## src/rtl/mul_serial_pkg.sv

```systemverilog
// Shared types and width helpers for the bit-serial multiplier sequencing controller.
package mul_serial_pkg;

  typedef enum logic [1:0] {
    IDLE,
    RUN,
    DONE
  } mul_serial_state_t;

  // Accumulator and product width for a given operand width.
  function automatic int unsigned acc_width(input int unsigned width);
    return 2 * width;
  endfunction

endpackage

```

## src/rtl/mul_serial_ctrl_if.sv

```systemverilog
// Handshake and datapath bundle between feeder, controller, multiplier datapath and consumer.
interface mul_serial_ctrl_if
  import mul_serial_pkg::*;
#(
  parameter int unsigned WIDTH = 16
);

  logic                         i_valid;
  logic                         i_ready;
  logic [WIDTH-1:0]             i_data0;
  logic [WIDTH-1:0]             i_data1;
  logic                         o_mul_clr;
  logic [WIDTH-1:0]             o_mul_data0;
  logic [WIDTH-1:0]             o_mul_data1;
  logic [acc_width(WIDTH)-1:0]  i_mul_pp;
  logic                         o_valid;
  logic                         i_out_ready;
  logic [acc_width(WIDTH)-1:0]  o_data;
  logic                         o_busy;

  modport master (
    input  i_valid, i_data0, i_data1, i_mul_pp, i_out_ready,
    output i_ready, o_mul_clr, o_mul_data0, o_mul_data1, o_valid, o_data, o_busy
  );

  modport slave (
    output i_valid, i_data0, i_data1, i_mul_pp, i_out_ready,
    input  i_ready, o_mul_clr, o_mul_data0, o_mul_data1, o_valid, o_data, o_busy
  );

endinterface

```

## src/rtl/mul_serial_acc.sv

```systemverilog
// Signed shift-add accumulator; the sign-bit partial product is subtracted, and the
// finished sum is captured into a separate product register.
module mul_serial_acc
  import mul_serial_pkg::*;
#(
  parameter int unsigned WIDTH = 16,
  parameter int unsigned DEPTH = 4
) (
  input  logic                 clk,
  input  logic                 rst,
  input  logic                 clr,
  input  logic                 en,
  input  logic                 last,
  input  logic [DEPTH-1:0]     shamt,
  input  logic [2*WIDTH-1:0]   pp,
  output logic [2*WIDTH-1:0]   acc
);

  localparam int unsigned AW = acc_width(WIDTH);

  logic [AW-1:0] sum_q, sum_d;
  logic [AW-1:0] acc_q;
  logic [AW-1:0] term;

  // Left shift is identical for signed and unsigned two's-complement patterns.
  assign term = pp << shamt;

  always_comb begin
    sum_d = sum_q;
    if (clr) begin
      sum_d = '0;
    end else if (en) begin
      sum_d = last ? (sum_q - term) : (sum_q + term);
    end
  end

  always_ff @(posedge clk) begin
    if (rst) begin
      sum_q <= '0;
      acc_q <= '0;
    end else begin
      sum_q <= sum_d;
      if (en && last) begin
        acc_q <= sum_d;
      end
    end
  end

  assign acc = acc_q;

endmodule

```

## src/rtl/mul_serial_ctrl.sv

```systemverilog
// Sequencing controller for the bit-serial border multiplier: operand handshake, datapath
// clear, shift-add accumulation and product handshake.
module mul_serial_ctrl
  import mul_serial_pkg::*;
#(
  parameter int unsigned WIDTH = 16,
  parameter int unsigned DEPTH = 4
) (
  input logic               clk,
  input logic               rst,
  mul_serial_ctrl_if.master bus
);

  mul_serial_state_t  state_q, state_d;
  logic [DEPTH-1:0]   cnt_q, cnt_d;
  logic [WIDTH-1:0]   data0_q, data1_q;
  logic               accept;
  logic               in_run;
  logic               last;
  logic [2*WIDTH-1:0] acc;

  assign bus.i_ready = (state_q == IDLE) | ((state_q == DONE) & bus.i_out_ready);
  assign accept      = bus.i_valid & bus.i_ready;
  assign in_run      = (state_q == RUN);
  assign last        = in_run & (cnt_q == DEPTH'(WIDTH - 1));

  // Clear stays high outside RUN so the datapath counter starts at 0 with ours.
  assign bus.o_mul_clr   = ~in_run;
  assign bus.o_busy      = in_run;
  assign bus.o_valid     = (state_q == DONE);
  assign bus.o_mul_data0 = data0_q;
  assign bus.o_mul_data1 = data1_q;
  assign bus.o_data      = acc;

  always_comb begin
    state_d = state_q;
    cnt_d   = cnt_q;
    unique case (state_q)
      IDLE: begin
        if (accept) begin
          state_d = RUN;
          cnt_d   = '0;
        end
      end
      RUN: begin
        // Wraps to 0 exactly as DONE is entered.
        cnt_d = cnt_q + 1'b1;
        if (last) begin
          state_d = DONE;
        end
      end
      DONE: begin
        if (bus.i_out_ready) begin
          state_d = bus.i_valid ? RUN : IDLE;
          cnt_d   = '0;
        end
      end
      default: begin
        state_d = IDLE;
        cnt_d   = '0;
      end
    endcase
  end

  always_ff @(posedge clk) begin
    if (rst) begin
      state_q <= IDLE;
      cnt_q   <= '0;
      data0_q <= '0;
      data1_q <= '0;
    end else begin
      state_q <= state_d;
      cnt_q   <= cnt_d;
      if (accept) begin
        data0_q <= bus.i_data0;
        data1_q <= bus.i_data1;
      end
    end
  end

  mul_serial_acc #(
    .WIDTH(WIDTH),
    .DEPTH(DEPTH)
  ) u_acc (
    .clk  (clk),
    .rst  (rst),
    .clr  (accept),
    .en   (in_run),
    .last (last),
    .shamt(cnt_q),
    .pp   (bus.i_mul_pp),
    .acc  (acc)
  );

endmodule
```

## src/flat_wrapper.sv

```systemverilog
// flat-port wrapper written by rule: the top's interface ports become plain ports
module mul_serial_ctrl_flat import mul_serial_pkg::*;
#(
  parameter int unsigned WIDTH = 16,
  parameter int unsigned DEPTH = 4
)
  (clk, rst, bus_i_valid, bus_i_data0, bus_i_data1, bus_i_mul_pp, bus_i_out_ready, bus_i_ready, bus_o_mul_clr, bus_o_mul_data0, bus_o_mul_data1, bus_o_valid, bus_o_data, bus_o_busy);
  mul_serial_ctrl_if #(.WIDTH(WIDTH)) bus_i ();
  input logic clk;
  input logic rst;
  input wire logic [$bits(bus_i.i_valid)-1:0] bus_i_valid;
  input wire logic [$bits(bus_i.i_data0)-1:0] bus_i_data0;
  input wire logic [$bits(bus_i.i_data1)-1:0] bus_i_data1;
  input wire logic [$bits(bus_i.i_mul_pp)-1:0] bus_i_mul_pp;
  input wire logic [$bits(bus_i.i_out_ready)-1:0] bus_i_out_ready;
  output wire logic [$bits(bus_i.i_ready)-1:0] bus_i_ready;
  output wire logic [$bits(bus_i.o_mul_clr)-1:0] bus_o_mul_clr;
  output wire logic [$bits(bus_i.o_mul_data0)-1:0] bus_o_mul_data0;
  output wire logic [$bits(bus_i.o_mul_data1)-1:0] bus_o_mul_data1;
  output wire logic [$bits(bus_i.o_valid)-1:0] bus_o_valid;
  output wire logic [$bits(bus_i.o_data)-1:0] bus_o_data;
  output wire logic [$bits(bus_i.o_busy)-1:0] bus_o_busy;
  assign bus_i.i_valid = bus_i_valid;
  assign bus_i.i_data0 = bus_i_data0;
  assign bus_i.i_data1 = bus_i_data1;
  assign bus_i.i_mul_pp = bus_i_mul_pp;
  assign bus_i.i_out_ready = bus_i_out_ready;
  assign bus_i_ready = bus_i.i_ready;
  assign bus_o_mul_clr = bus_i.o_mul_clr;
  assign bus_o_mul_data0 = bus_i.o_mul_data0;
  assign bus_o_mul_data1 = bus_i.o_mul_data1;
  assign bus_o_valid = bus_i.o_valid;
  assign bus_o_data = bus_i.o_data;
  assign bus_o_busy = bus_i.o_busy;
  mul_serial_ctrl #(.WIDTH(WIDTH), .DEPTH(DEPTH)) u_core (.clk(clk), .rst(rst), .bus(bus_i));
endmodule
```

## config.mk

```make
export PLATFORM = sky130hd
export DESIGN_NAME = mul_serial_ctrl_flat
export DESIGN_NICKNAME = d
export VERILOG_FILES = /design/src/rtl/mul_serial_pkg.sv /design/src/rtl/mul_serial_ctrl_if.sv /design/src/rtl/mul_serial_acc.sv /design/src/rtl/mul_serial_ctrl.sv /design/src/flat_wrapper.sv
export SDC_FILE = /design/constraint.sdc
export NUM_CORES = 1
export LEC_CHECK = 0
export CORE_UTILIZATION = 47
export DETAILED_ROUTE_END_ITERATION = 10
export PLACE_DENSITY = 0.74
export SYNTH_ARGS = -nofsm -noshare
export SYNTH_HDL_FRONTEND = slang
export SYNTH_HIERARCHICAL = 1
export SYNTH_SLANG_ARGS = --single-unit
```

## constraint.sdc

```tcl
create_clock -name clk -period 10.66 [get_ports clk]
set_input_delay 2.132 -clock clk [delete_from_list [all_inputs] [get_ports clk]]
set_output_delay 2.132 -clock clk [all_outputs]
set_load 0.01 [all_outputs]
```

==> impl_metrics.json <==
{
  "status": "complete, no violations",
  "worst_setup_path_end_kind": "register",
  "fin_crit_sh_pct": 65.4,
  "syn_area_per_cell_sq_um": 8.68,
  "grt_pass1_wl_mm": 32.7,
  "hpwlAfterDp_mm": 14.8,
  "finalSetupViolCount": 0,
  "cts_tree": "done",
  "cts_root_buffer": "clkbuf_16",
  "synth_ff_type": "dfxtp_1",
  "cts-hold-fix-buffers": 0,
  "io-pin-count": 136,
  "layout_common_cells": "clkdlybuf4s50_1 (134), dfxtp_1 (100), nor2_1 (93)",
  "cts_resized": 0,
  "postRouteAntennaNets": 0,
  "htreeDepth": 3,
  "synth_edf_count": 0,
  "placeableCoreArea_sq_um": 16700,
  "crit_path_end": "u_core/u_acc/sum_q[31]",
  "worstPathArrival_ns": 7.21,
  "die_y_um": 133,
  "synth_largest_area_cell": "dfxtp_1",
  "drtIter0Drc": 483,
  "yosys_warnings": 6,
  "clock-sinks": 102,
  "synth-seq-area-share_pct": 25.3,
  "synthArstFlopShare_pct": 0,
  "gp_congestion": 0.873,
  "drc": 0,
  "fp-row-count": 47,
  "cp_cell_sequence": "clkdlybuf4s50_1 > mux4_1 > mux2_2 > nand2b_1 > o32a_1 > nand4b_1 > nor2_1 > nor2_1 > xnor2_1 > ha_1 > and3_1 > o21a_1 > o32ai_1 > a31oi_1 > a221o_1 > a41oi_1 > xnor2_1 > a21oi_1 > a31o_1",
  "crit_start": "bus_i_mul_pp[8]",
  "worst_setup_path_start_kind": "input port",
  "switching_share_pct": 30.7,
  "drive_above_1_share_pct": 6.97,
  "internal-power_uw": 776,
  "multiInputGateArea_sq_um": 5670,
  "ff2ff_path_depth": 19,
  "grt_usage_pct": 22.4,
  "area_growth_pct": 21.1,
  "rrSetupSlack_ns": 5.01,
  "wl_per_cell_um": 16.0,
  "via_count": 7124,
  "worstSkewPairLatency_ns": 0.34,
  "critPathSlowestCell": "mux4_1",
  "netlist_area_sq_um": 8090,
  "grt_pass1_vias": 6439,
  "leakagePower_uw": 0.00378,
  "hold_violations": 0,
  "synthDistinctLibCells": 75,
  "worst_slew_pin_slew_ns": 0.849,
  "synthCells": 931,
  "ff_latch_area_sq_um": 2040,
  "n_antenna_cell": 0,
  "power_frac_clock_pct": 32.3,
  "worstPathRequired_ns": 10.90,
  "min_path_type": "reg -> reg",
  "cp_max_fo": 8,
  "routed_via_density": 5.69,
  "p_sw_uw": 343,
  "io_buffers": 135,
  "die_w_um": 133,
  "fmax_mhz": 143,
  "dr.pass1.iters": 5,
  "cpPeakStageDelay_ns": 0.59,
  "cts.clk_slew.worst_paths_ns": 0.07,
  "drt-total-wl_mm": 20.0,
  "cts_setup_buffers": 0,
  "numCtsBuffers": 9,
  "ys_ff_latch": 102,
  "gr-total-overflow": 0,
  "initial_core_util_pct": 48.4,
  "maxCapViolations": 0,
  "fillers": 1522,
  "reg2reg_from": "u_core/cnt_q[0]",
  "antenna_found_initial": 0,
  "dpl_cell_area_sq_um": 9470,
  "r2r-end": "u_core/u_acc/sum_q[31]",
  "p_per_area_nw_per_um2": 114,
  "ir_worst_vdd_uv": 82.2,
  "fin_crit_ns": 6.97,
  "path_class": "in -> reg",
  "yosysTopAreaCellShare_pct": 25.3,
  "combPwrFrac_pct": 31.2,
  "finalClockSkew_ns": 0.00794,
  "hold_slack_ns": 0.455,
  "tns_ns": 0,
  "synth_nets": 1033,
  "design_area_sq_um": 9790,
  "clockBufferDepth": 2,
  "synth.area.top_cells": "dfxtp_1 (25%), mux2i_1 (11%), nand2b_1 (6.2%)",
  "final_common_cell": "clkdlybuf4s50_1",
  "die_area_sq_um": 17700,
  "drv_slew": 0,
  "power_frac_seq_pct": 36.5,
  "fin_nets": 1130,
  "grt_max_degree": 107,
  "rsz0062_at_grt": "false",
  "max_slew_margin_pct": 43.4
}
==> worst min path at each step <==
| stage | startpoint | end | slack, ns | cells after the start |
|---|---|---|---|---|
| after floorplan | u_core/u_acc/sum_q[18] | u_core/u_acc/sum_q[18] | 0.46 | 2 |
| after global placement | u_core/u_acc/acc[19] | u_core/u_acc/acc[19] | 0.44 | 2 |
| after detailed placement | u_core/u_acc/acc[13] | u_core/u_acc/acc[13] | 0.45 | 2 |
| after CTS | u_core/u_acc/acc[11] | u_core/u_acc/acc[11] | 0.46 | 2 |
| after global routing | u_core/u_acc/acc[22] | u_core/u_acc/acc[22] | 0.46 | 2 |
| final | u_core/u_acc/acc[11] | u_core/u_acc/acc[11] | 0.45 | 2 |
==> cell type report <==
class,instances,share of cell area (%)
flip-flops and latches,102,20.9
inverters,14,0.537
clock buffers,12,2.52
multi-input cells,756,57.9
repair buffers,145,14.5
well taps,220,2.81
clock inverters,4,0.792
==> kinds of logic after synthesis <==
group	count (synthesis)	synth area share (%)
buffers and inverters	73	4.70
AOI/OAI and AO/OA	216	17.6
muxes	125	20.0
xor gates and xnor gates	55	6.05
adders and majority gates	34	5.35
and+or+nand+nor	326	21.0
DFF	102	25.3
==> cell usage after synthesis (16+ instances only) <==
cell / n
nand2_1: 55
mux2i_1: 88
nor2_1: 93
clkbuf_1: 34
nor3_1: 20
a22oi_1: 20
ha_1: 33
xnor2_1: 40
nand2b_1: 80
a21o_1: 19
mux4_2: 16
dfxtp_1: 102
o21ai_0: 31
a21oi_1: 63
==> worst max-delay path: cells and delay by family <==
family                   cells  cell delay, ns
multiplexers                 2            0.90
adder cells (fa/ha/maj)      1            0.35
buffers and inverters        1            0.54
AND/OR/NAND/NOR              5            0.88
XOR/XNOR                     2            0.50
AO/OA/AOI/OAI                8            1.91
==> through the flow <==
stage / utilization [%] / total power (uW) / cells / setup slack [ns]
2_1_floorplan: - / 662 / 931 / 4.35
3_3_place_gp: 56.7 / 758 / 1237 / 3.57
3_5_place_dp: 56.7 / 762 / 1237 / 3.45
4_1_cts: 58.6 / 1120 / 1253 / 3.80
5_1_grt: 58.6 / 1180 / 1253 / 3.38
6_report: 58.6 / 1120 / 1253 / 3.69
==> flip-flops by register name, summed over array words and instances, names as in the netlist <==
register and cells:
u_core/u_acc/sum_q 32, u_core/bus.o_mul_data1 16, u_core/bus.o_mul_data0 16, u_core/state_q 2, u_core/cnt_q 4, u_core/u_acc/acc 32
==> per-layer routing <==
metal  GRT usage [%]  part of all wire, %  vias up
li1                -                    -     3584
met1            33.3                   51     3331
met2            34.1                   44      193
met3            3.16                  4.6       16
met4            5.49                  1.1        0
met5               0                    0        -
==> power by group through the flow <==
stage          registers [uW]  clock network, uW  logic (uW)
5_1_grt                   411                387         381
3_5_place_dp              417                  0         344
2_1_floorplan             419                  0         243
3_3_place_gp              417                  0         341
4_1_cts                   409                368         346
6_report                  409                361         349
Note: power is estimated with default switching activity, not from simulation.
